[config.mk]
export PLATFORM = sky130hd
export DESIGN_NAME = mips_inst_encoder_flat
export DESIGN_NICKNAME = d
export VERILOG_FILES = /design/src/rtl/mips_isa_pkg.sv /design/src/rtl/mips_inst_encoder_if.sv /design/src/rtl/mips_word_pack.sv /design/src/rtl/mips_inst_encoder.sv /design/src/flat_wrapper.sv
export SDC_FILE = /design/constraint.sdc
export NUM_CORES = 1
export LEC_CHECK = 0
export CAP_MARGIN = 40
export CORE_MARGIN = 2
export CORE_UTILIZATION = 39
export DETAILED_ROUTE_END_ITERATION = 12
export HOLD_SLACK_MARGIN = 0.15
export PLACE_DENSITY = 0.82
export SETUP_SLACK_MARGIN = 0.15
export SLEW_MARGIN = 20
export SYNTH_ARGS = -nofsm -noshare
export SYNTH_HDL_FRONTEND = slang
export SYNTH_HIERARCHICAL = 1
export SYNTH_SLANG_ARGS = --single-unit
[constraint.sdc]
create_clock -name clk -period 2 [get_ports clk]
set_input_delay 0.2 -clock clk [delete_from_list [all_inputs] [get_ports clk]]
set_output_delay 0.2 -clock clk [all_outputs]
set_load 0.01 [all_outputs]
[src/rtl/mips_isa_pkg.sv]
// MIPS ISA constants shared by the instruction encoder and the control unit:
// opcode/funct fields, the symbolic operation enum and the loader FSM states.
package mips_isa_pkg;

    localparam logic [5:0] OPC_RTYPE = 6'b000000;
    localparam logic [5:0] OPC_LW    = 6'b100011;
    localparam logic [5:0] OPC_SW    = 6'b101011;
    localparam logic [5:0] OPC_ADDI  = 6'b001000;
    localparam logic [5:0] OPC_BEQ   = 6'b000100;
    localparam logic [5:0] OPC_J     = 6'b000010;

    localparam logic [5:0] FN_ADD = 6'b100000;
    localparam logic [5:0] FN_SUB = 6'b100010;
    localparam logic [5:0] FN_SLT = 6'b101010;
    localparam logic [5:0] FN_MUL = 6'b011100;

    typedef enum logic [3:0] {
        OP_LW   = 4'd0,
        OP_SW   = 4'd1,
        OP_ADD  = 4'd2,
        OP_SUB  = 4'd3,
        OP_SLT  = 4'd4,
        OP_MUL  = 4'd5,
        OP_ADDI = 4'd6,
        OP_BEQ  = 4'd7,
        OP_J    = 4'd8
    } op_e;

    typedef enum logic [1:0] {
        S_IDLE  = 2'd0,
        S_LOAD  = 2'd1,
        S_WRITE = 2'd2,
        S_DONE  = 2'd3
    } state_e;

    // Builds an R-type word; shamt is always zero for the supported subset.
    function automatic logic [31:0] rtype_word(input logic [4:0] rs, input logic [4:0] rt,
                                               input logic [4:0] rd, input logic [5:0] funct);
        return {OPC_RTYPE, rs, rt, rd, 5'b00000, funct};
    endfunction

endpackage

[src/rtl/mips_inst_encoder_if.sv]
// Instruction-field handshake and instruction-memory write port of the encoder.
// master: the field producer / memory side; slave: the encoder itself.
interface mips_inst_encoder_if #(
    parameter int ADDR_W = 8
);
    logic              in_valid;
    logic              in_ready;
    logic [3:0]        in_op;
    logic [4:0]        in_rs;
    logic [4:0]        in_rt;
    logic [4:0]        in_rd;
    logic [25:0]       in_imm;
    logic              in_last;
    logic              imem_we;
    logic [ADDR_W-1:0] imem_addr;
    logic [31:0]       imem_wdata;

    modport master (
        output in_valid, in_op, in_rs, in_rt, in_rd, in_imm, in_last,
        input  in_ready, imem_we, imem_addr, imem_wdata
    );

    modport slave (
        input  in_valid, in_op, in_rs, in_rt, in_rd, in_imm, in_last,
        output in_ready, imem_we, imem_addr, imem_wdata
    );
endinterface

[src/rtl/mips_word_pack.sv]
// Combinational packer: symbolic {op, rs, rt, rd, imm} -> 32-bit MIPS word.
// Unused fields are forced to zero; ops 9..15 flag o_illegal with a zero word.
module mips_word_pack
    import mips_isa_pkg::*;
(
    input  logic [3:0]  i_op,
    input  logic [4:0]  i_rs,
    input  logic [4:0]  i_rt,
    input  logic [4:0]  i_rd,
    input  logic [25:0] i_imm,
    output logic [31:0] o_word,
    output logic        o_illegal
);

    // Select the encoding format from the symbolic operation.
    always_comb begin
        o_word    = 32'h0000_0000;
        o_illegal = 1'b0;
        case (i_op)
            OP_LW:   o_word = {OPC_LW,   i_rs, i_rt, i_imm[15:0]};
            OP_SW:   o_word = {OPC_SW,   i_rs, i_rt, i_imm[15:0]};
            OP_ADDI: o_word = {OPC_ADDI, i_rs, i_rt, i_imm[15:0]};
            OP_BEQ:  o_word = {OPC_BEQ,  i_rs, i_rt, i_imm[15:0]};
            OP_ADD:  o_word = rtype_word(i_rs, i_rt, i_rd, FN_ADD);
            OP_SUB:  o_word = rtype_word(i_rs, i_rt, i_rd, FN_SUB);
            OP_SLT:  o_word = rtype_word(i_rs, i_rt, i_rd, FN_SLT);
            OP_MUL:  o_word = rtype_word(i_rs, i_rt, i_rd, FN_MUL);
            OP_J:    o_word = {OPC_J, i_imm};
            default: o_illegal = 1'b1;
        endcase
    end

endmodule

[src/rtl/mips_inst_encoder.sv]
// Program loader: accepts symbolic instructions over a valid/ready handshake,
// packs them into MIPS words and writes them sequentially to instruction memory.
// Optional build macro MIPS_ENC_CHECKSUM_EN adds an XOR checksum of written words.
module mips_inst_encoder
    import mips_isa_pkg::*;
#(
    parameter int ADDR_W    = 8,
    parameter int BASE_ADDR = 0
)(
    input  logic                clk,
    input  logic                rst_n,
    input  logic                start,
    mips_inst_encoder_if.slave  bus,
    output logic                busy,
    output logic                done,
    output logic                err,
    output logic [ADDR_W:0]     count,
    output logic [31:0]         chksum
);

    localparam int unsigned CAP = 1 << ADDR_W;

    state_e            r_state;
    state_e            w_state_nxt;
    logic [ADDR_W-1:0] r_addr;
    logic [ADDR_W:0]   r_count;
    logic              r_err;
    logic [31:0]       r_word;
    logic              r_last;
    logic [31:0]       w_word;
    logic              w_illegal;
    logic [ADDR_W+1:0] w_end;
    logic              w_full;

    mips_word_pack u_pack (
        .i_op      (bus.in_op),
        .i_rs      (bus.in_rs),
        .i_rt      (bus.in_rt),
        .i_rd      (bus.in_rd),
        .i_imm     (bus.in_imm),
        .o_word    (w_word),
        .o_illegal (w_illegal)
    );

    // The word being written is the last one in memory when BASE+count+1 reaches capacity.
    assign w_end  = (ADDR_W+2)'(BASE_ADDR) + (ADDR_W+2)'(r_count) + (ADDR_W+2)'(1);
    assign w_full = (w_end == (ADDR_W+2)'(CAP));

    // State register; async reset drops the write strobe immediately.
    always_ff @(posedge clk or negedge rst_n) begin
        if (!rst_n) begin
            r_state <= S_IDLE;
        end else begin
            r_state <= w_state_nxt;
        end
    end

    // Next-state logic for the load session.
    always_comb begin
        w_state_nxt = r_state;
        case (r_state)
            S_IDLE: begin
                if (start) w_state_nxt = S_LOAD;
                else       w_state_nxt = S_IDLE;
            end
            S_LOAD: begin
                if (!bus.in_valid)     w_state_nxt = S_LOAD;
                else if (!w_illegal)   w_state_nxt = S_WRITE;
                else if (bus.in_last)  w_state_nxt = S_DONE;
                else                   w_state_nxt = S_LOAD;
            end
            S_WRITE: begin
                if (r_last || w_full) w_state_nxt = S_DONE;
                else                  w_state_nxt = S_LOAD;
            end
            S_DONE:  w_state_nxt = S_IDLE;
            default: w_state_nxt = S_IDLE;
        endcase
    end

    // Session datapath: captured word, write address, word count and sticky error.
    always_ff @(posedge clk or negedge rst_n) begin
        if (!rst_n) begin
            r_addr  <= ADDR_W'(BASE_ADDR);
            r_count <= '0;
            r_err   <= 1'b0;
            r_word  <= 32'h0000_0000;
            r_last  <= 1'b0;
        end else begin
            case (r_state)
                S_IDLE: begin
                    if (start) begin
                        r_addr  <= ADDR_W'(BASE_ADDR);
                        r_count <= '0;
                        r_err   <= 1'b0;
                    end
                end
                S_LOAD: begin
                    if (bus.in_valid) begin
                        if (w_illegal) begin
                            r_err <= 1'b1;
                        end else begin
                            r_word <= w_word;
                            r_last <= bus.in_last;
                        end
                    end
                end
                S_WRITE: begin
                    r_addr  <= r_addr + ADDR_W'(1);
                    r_count <= r_count + (ADDR_W+1)'(1);
                    if (!r_last && w_full) begin
                        r_err <= 1'b1;
                    end
                end
                default: begin
                    r_last <= r_last;
                end
            endcase
        end
    end

`ifdef MIPS_ENC_CHECKSUM_EN
    logic [31:0] r_chk;

    // Running XOR of every word written in the current session.
    always_ff @(posedge clk or negedge rst_n) begin
        if (!rst_n) begin
            r_chk <= 32'h0000_0000;
        end else if (r_state == S_IDLE && start) begin
            r_chk <= 32'h0000_0000;
        end else if (r_state == S_WRITE) begin
            r_chk <= r_chk ^ r_word;
        end else begin
            r_chk <= r_chk;
        end
    end

    assign chksum = r_chk;
`else
    assign chksum = 32'h0000_0000;
`endif

    // Outputs decode directly from flops so they carry no combinational input paths.
    assign bus.in_ready   = (r_state == S_LOAD);
    assign bus.imem_we    = (r_state == S_WRITE);
    assign bus.imem_addr  = r_addr;
    assign bus.imem_wdata = r_word;
    assign busy           = (r_state == S_LOAD) || (r_state == S_WRITE);
    assign done           = (r_state == S_DONE);
    assign err            = r_err;
    assign count          = r_count;

endmodule

[src/flat_wrapper.sv]
// flat-port wrapper written by rule: the top's interface ports become plain ports
module mips_inst_encoder_flat import mips_isa_pkg::*;
#(
    parameter int ADDR_W    = 8,
    parameter int BASE_ADDR = 0
)
  (clk, rst_n, start, busy, done, err, count, chksum, bus_in_valid, bus_in_op, bus_in_rs, bus_in_rt, bus_in_rd, bus_in_imm, bus_in_last, bus_in_ready, bus_imem_we, bus_imem_addr, bus_imem_wdata);
  mips_inst_encoder_if #(.ADDR_W(ADDR_W)) bus_i ();
  input  logic clk;
  input  logic rst_n;
  input  logic start;
  output logic busy;
  output logic done;
  output logic err;
  output logic [ADDR_W:0] count;
  output logic [31:0] chksum;
  input wire logic [$bits(bus_i.in_valid)-1:0] bus_in_valid;
  input wire logic [$bits(bus_i.in_op)-1:0] bus_in_op;
  input wire logic [$bits(bus_i.in_rs)-1:0] bus_in_rs;
  input wire logic [$bits(bus_i.in_rt)-1:0] bus_in_rt;
  input wire logic [$bits(bus_i.in_rd)-1:0] bus_in_rd;
  input wire logic [$bits(bus_i.in_imm)-1:0] bus_in_imm;
  input wire logic [$bits(bus_i.in_last)-1:0] bus_in_last;
  output wire logic [$bits(bus_i.in_ready)-1:0] bus_in_ready;
  output wire logic [$bits(bus_i.imem_we)-1:0] bus_imem_we;
  output wire logic [$bits(bus_i.imem_addr)-1:0] bus_imem_addr;
  output wire logic [$bits(bus_i.imem_wdata)-1:0] bus_imem_wdata;
  assign bus_i.in_valid = bus_in_valid;
  assign bus_i.in_op = bus_in_op;
  assign bus_i.in_rs = bus_in_rs;
  assign bus_i.in_rt = bus_in_rt;
  assign bus_i.in_rd = bus_in_rd;
  assign bus_i.in_imm = bus_in_imm;
  assign bus_i.in_last = bus_in_last;
  assign bus_in_ready = bus_i.in_ready;
  assign bus_imem_we = bus_i.imem_we;
  assign bus_imem_addr = bus_i.imem_addr;
  assign bus_imem_wdata = bus_i.imem_wdata;
  mips_inst_encoder #(.ADDR_W(ADDR_W), .BASE_ADDR(BASE_ADDR)) u_core (.clk(clk), .rst_n(rst_n), .start(start), .bus(bus_i), .busy(busy), .done(done), .err(err), .count(count), .chksum(chksum));
endmodule
==> out/metrics.cfg, run 1 <==
[finish]
final_nets=510
final_area_um2=4590
syn2layout_area_growth_pct=39.3
drive_gt1_share_pct=20.0
antenna_cells=0
layout.cells.non_filler=559
fin_util_pct=55.9

[detailed_routing]
antenna_left=0
num_vias=2760
vias_per_cell=4.94
routedWlPerCell_um=14.3
drc=0
routed_wl_um=8020
first_iter_violations=124
dr.pass1.iters=4

[status]
outcome=finished clean

[synth]
synth_flop_cell=dfrtp_1
synth-warning-count=6
async_reset_ff_share_pct=100
synth_cells=336
synth.distinct_cells=55
synth-seq-cells=53
avgSynthCellArea_um2=9.81
yosysTopAreaCellShare_pct=40.2
synth.most_common_cell=dfrtp_1
synthTopCellsByArea=dfrtp_1 40%, mux2_2 12%, buf_4 7.7%
syn_area_um2=3300
ys_top_cells_by_count=53 x dfrtp_1, 34 x buf_4, 34 x mux2_2
synth_top_cell_by_area=dfrtp_1
synth-seq-area-share_pct=40.2
synth_edf_count=0

[clock_network]
h-tree-depth=2
cts_sinks=53
cts_made_buffers=5
path_clk_slew_ps=100
clock_path_buffers=2
insertion_delay_ps=310
cts_tree=done
cts_root_buffer=clkbuf_8

[timing]
fmax_mhz=511
report.final.slew_viol_count=0
period_share_pct=97.9
period_needed_ps=1960
setup_ws_ps=41.5
whs_ps=344
skew_ps=12.0
rsz0062_at_grt=true
hold_viol_final=0
setup_violations=0

[placement]
dpl.cell_count=543
place.gp.congestion=0.821
port_buffers=103
hpwl_um=5890
placed_area_um2=4370
dp_slack_ps=-112

[critical_path]
crit_fanout=3
start_kind=register
required_ps=2200
end_kind=register
path_class=reg -> reg
crit_arrival_ps=2160

[global_route]
gr-total-overflow=0
grt_pass1_wl_um=12300
grt_max_degree=35
antenna_found_initial=0
grt.total_usage_pct=16.8
first_global_vias=2661

[hold_path]
worstHoldPathType=in -> async

[floorplan]
io_pins=136
start_util_pct=40.1
die_width_um=95.9
placementRows=33
die-area_um2=9200
die_h_um=95.9
core_region_area_um2=8220

[power]
ir_drop_uv=527
power_density_nw_per_um2=922
p_leak_nw=2.06

[flow_run]
drv_cap=0

==> critical path: stages, from the launching register on <==
cell and delay (ps):
dfrtp_2 440, ha_4 170, a21bo_1 200, a2111oi_4 300, o221a_1 300, a31oi_1 110, mux2_1 320
==> cells in the final DEF (no fill, tap or decap), types with 5 or more instances in the layout <==
cell             count
clkbuf_8             6
a22o_1               5
mux2_2              34
inv_1               15
clkdlybuf4s50_1    100
o21ai_1              5
conb_1              33
nor2b_1             12
nand2_1             21
o21ai_0             20
mux2i_1              7
xor2_1               5
nand3_1             22
nand4_1              5
a21oi_1              7
nor2_1              17
buf_4               25
ha_1                 5
dfrtp_1             50
==> through the flow <==
stage                     power [mW]  setup TNS, ps
after floorplan                 2.50              0
after global placement          3.39          -1650
after detailed placement        3.44          -1910
after CTS                       4.22              0
after global routing            4.49              0
final                           4.23              0
==> power by group <==
| group | leakage, nW | switching, mW | internal [mW] | total, mW |
|---|---|---|---|---|
| clock | 0.0585 | 0.357 | 0.409 | 0.766 |
| sequential | 0.697 | 0.199 | 1.40 | 1.60 |
| combinational | 1.30 | 0.787 | 1.08 | 1.86 |
==> timing repair <==
action                     CTS  global route
pin swaps                    4             3
hold buffers                 1             0
hold endpoints to repair    15             0
setup buffers                2             4
gates resized for setup      3             9
gates cloned                 0             1
setup endpoints to repair    3            38
==> final timing paths <==
kind                                                from                  endpoint  slack, ps  cells past startpoint
worst max-delay path                     u_core/count[0]                u_core/err         40                      6
worst min-delay path                               rst_n   u_core/bus.imem_addr[0]        340                      2
worst max register to register           u_core/count[0]                u_core/err         40                      6
worst min register to register  u_core/bus.imem_wdata[0]  u_core/bus.imem_wdata[0]        510                      1
max in group asynchronous                          rst_n  u_core/bus.imem_wdata[9]       1040                      3
min in group clk                             bus_in_last             u_core/r_last        510                      3
==> routing by layer <==
| layer | up-vias | global-route usage (%) | routed length (um) | part of all wire [%] |
|---|---|---|---|---|
| met5 | - | 0 | 0 | 0 |
| met4 | 0 | 5.83 | 151 | 1.9 |
| met3 | 13 | 4.54 | 511 | 6.4 |
| met2 | 97 | 28.6 | 4010 | 50 |
| met1 | 1323 | 20.5 | 3350 | 42 |
| li1 | 1327 | - | - | - |
==> state kept, by name, indices dropped and copies added, names as in the netlist <==
| register | flops |
|---|---|
| u_core/bus.imem_addr | 8 |
| u_core/bus.imem_wdata | 32 |
| u_core/count | 9 |
| u_core/err | 1 |
| u_core/r_last | 1 |
| u_core/r_state | 2 |
==> logic make-up (layout without fill, tap and decap cells) <==
kind of cell / after synthesis / after routing / share of synthesized area [%]
simple gates: 100 / 101 / 15.4
buf+inv: 67 / 153 / 12.9
compound gates: 58 / 58 / 12.3
flops: 53 / 53 / 40.2
mux: 42 / 42 / 14.1
fa+ha+maj: 7 / 7 / 2.66
xor+xnor: 7 / 7 / 2.09
other cells: 2 / 33 / 0.228
==> final cells by class <==
cell class | count | area [um2]
multi-input cells | 248 | 1730
well taps | 105 | 131
fillers | 720 | 3620
inverters | 16 | 60.1
repair buffers | 129 | 1220
clock inverters | 1 | 30.0
flip-flops and latches | 53 | 1330
clock buffers | 7 | 86.3
(Power assumes the default switching activity.)
==> run 2: changes to the inputs <==
CTS_CLUSTER_DIAMETER = 30   (was unset)
==> results of run 2 <==
Same layout as run 1: the final DEF is identical, and so are final timing and power.
==> run 3: changes to the inputs <==
==> constraint.sdc (replaced) <==
create_clock -name clk -period 2 [get_ports clk]
set_input_delay 0.2 -clock clk [delete_from_list [all_inputs] [get_ports clk]]
set_output_delay 0.2 -clock clk [all_outputs]
set_load 0.1 [all_outputs]
==> run 3 against run 2 <==
  * Clock-buffer cell count shrank 1
  * The flow now finishes with violations (negative setup slack)
  * Critical path depth unchanged
  * Setup slack worse by 43 ps
  * Cell area shrank 2.4%
  * Via count grew 0.54%
  * Clock power down 23%
  * Highest routed layer unchanged
  * Fmax is 2.2% lower
  * Largest power group unchanged
  * Hold slack improved by 39 ps
==> out/metrics.cfg, run 3 (same netlist as run 1, synthesis figures left out) <==
[timing]
period_share_pct=100
period_needed_ps=2000
rsz0062_at_grt=true
tns_ps=-1.87
setup_violations=1
setup_ws_ps=-1.87
fmax_mhz=500
hold_viol_final=0
skew_ps=15.1
report.final.slew_viol_count=0

[floorplan]
die-area_um2=9200
placementRows=33
die_h_um=95.9
start_util_pct=40.1
core_region_area_um2=8220
die_width_um=95.9
io_pins=136

[detailed_routing]
vias_per_cell=5.03
antenna_left=0
drc=0
dr.pass1.iters=4
routedWlPerCell_um=14.1
routed_wl_um=7800
num_vias=2775
first_iter_violations=173

[finish]
final_common_cell=buf_4
final_cell_mix=66 x buf_4, 48 x clkdlybuf4s50_1, 43 x dfrtp_1
syn2layout_area_growth_pct=36.0
final_area_um2=4480
largest_reg_flops=32
drive_gt1_share_pct=33.3
fin_util_pct=54.5
antenna_cells=0
final_nets=503

[clock_network]
h-tree-depth=2
cts_made_buffers=5
cts_tree=done
cts_root_buffer=clkbuf_8
clock_path_buffers=2
path_clk_slew_ps=100
cts_sinks=53
insertion_delay_ps=300

[power]
ir_drop_uv=1590
p_leak_nw=2.09
power_density_nw_per_um2=1480
p_total_mw=6.65

[critical_path]
path_cells=buf_4 > and3_4 > a311oi_2 > o221a_1 > a31oi_1 > mux2_1
crit_fanout=8
path_delay_family=compound AO/OA/AOI/OAI gates
r2r_setup_slack_ps=-2
path_class=reg -> reg
crit_arrival_ps=2180
cpPeakStageDelay_ps=500
start_kind=register
end_kind=register
critical_path_buf_inv_count=1
required_ps=2180
cp_slowest_cell=dfrtp_4

[placement]
port_buffers=103
placed_area_um2=4340
hpwl_um=5940
dp_slack_ps=-80.8
place.gp.congestion=0.812

[global_route]
grt_pass1_wl_um=12100
grt_max_degree=36
gr-total-overflow=0
grt.total_usage_pct=16.4
first_global_vias=2575
antenna_found_initial=0

[status]
outcome=complete, but fails checks
violations=negative setup slack

[hold_path]
worstHoldPathType=in -> async

[flow_run]
drv_cap=0

## run 3: report_power, final
part | total, mW | leakage (nW) | internal, mW | switching (mW)
Clock | 0.593 | 0.0456 | 0.250 | 0.343
Combinational | 4.44 | 1.36 | 1.05 | 3.39
Sequential | 1.62 | 0.685 | 1.41 | 0.208
Total | 6.65 | 2.09 | 2.71 | 3.94
## run 3: what timing repair did
item / CTS / global route
hold buffers: 1 / 0
setup buffers: 1 / 1
pin swaps: 2 / 6
endpoints found under the hold margin: 18 / 0
gates resized for setup: 0 / 9
endpoints found under the setup margin: 1 / 8
## run 3: cell type report
type	instances	area, um2
Timing Repair Buffer	123	1120
Inverter	16	60.1
Multi-Input combinational cell	247	1730
Clock inverter	2	13.8
Tap cell	105	131
Fill cell	740	3740
Clock buffer	6	72.6
Sequential cell	53	1350
## run 3: worst paths after layout
check	from	endpoint	cells past startpoint
hold reg to reg	u_core/err	u_core/err	1
max in group asynchronous	rst_n	u_core/count[6]	3
min in group clk	bus_in_last	u_core/r_last	3
setup reg to reg	u_core/count[0]	u_core/err	6
hold / removal	rst_n	u_core/bus.imem_wdata[6]	2
setup / recovery	u_core/count[0]	u_core/err	6
## run 3: through the flow
stage	cells	hold slack [ps]
global route	552	409
finish	552	383
detailed placement	541	184
floorplan	367	-95.6
global placement	541	164
CTS	551	383
## run 3: per-layer routing
metal  vias up  track usage, %  part of all wire, %
li1       1310               -                    -
met1      1345            21.4                   42
met2       102            26.7                   51
met3        18            3.13                  4.7
met4         0            6.55                  3.0
met5         -               0                    0
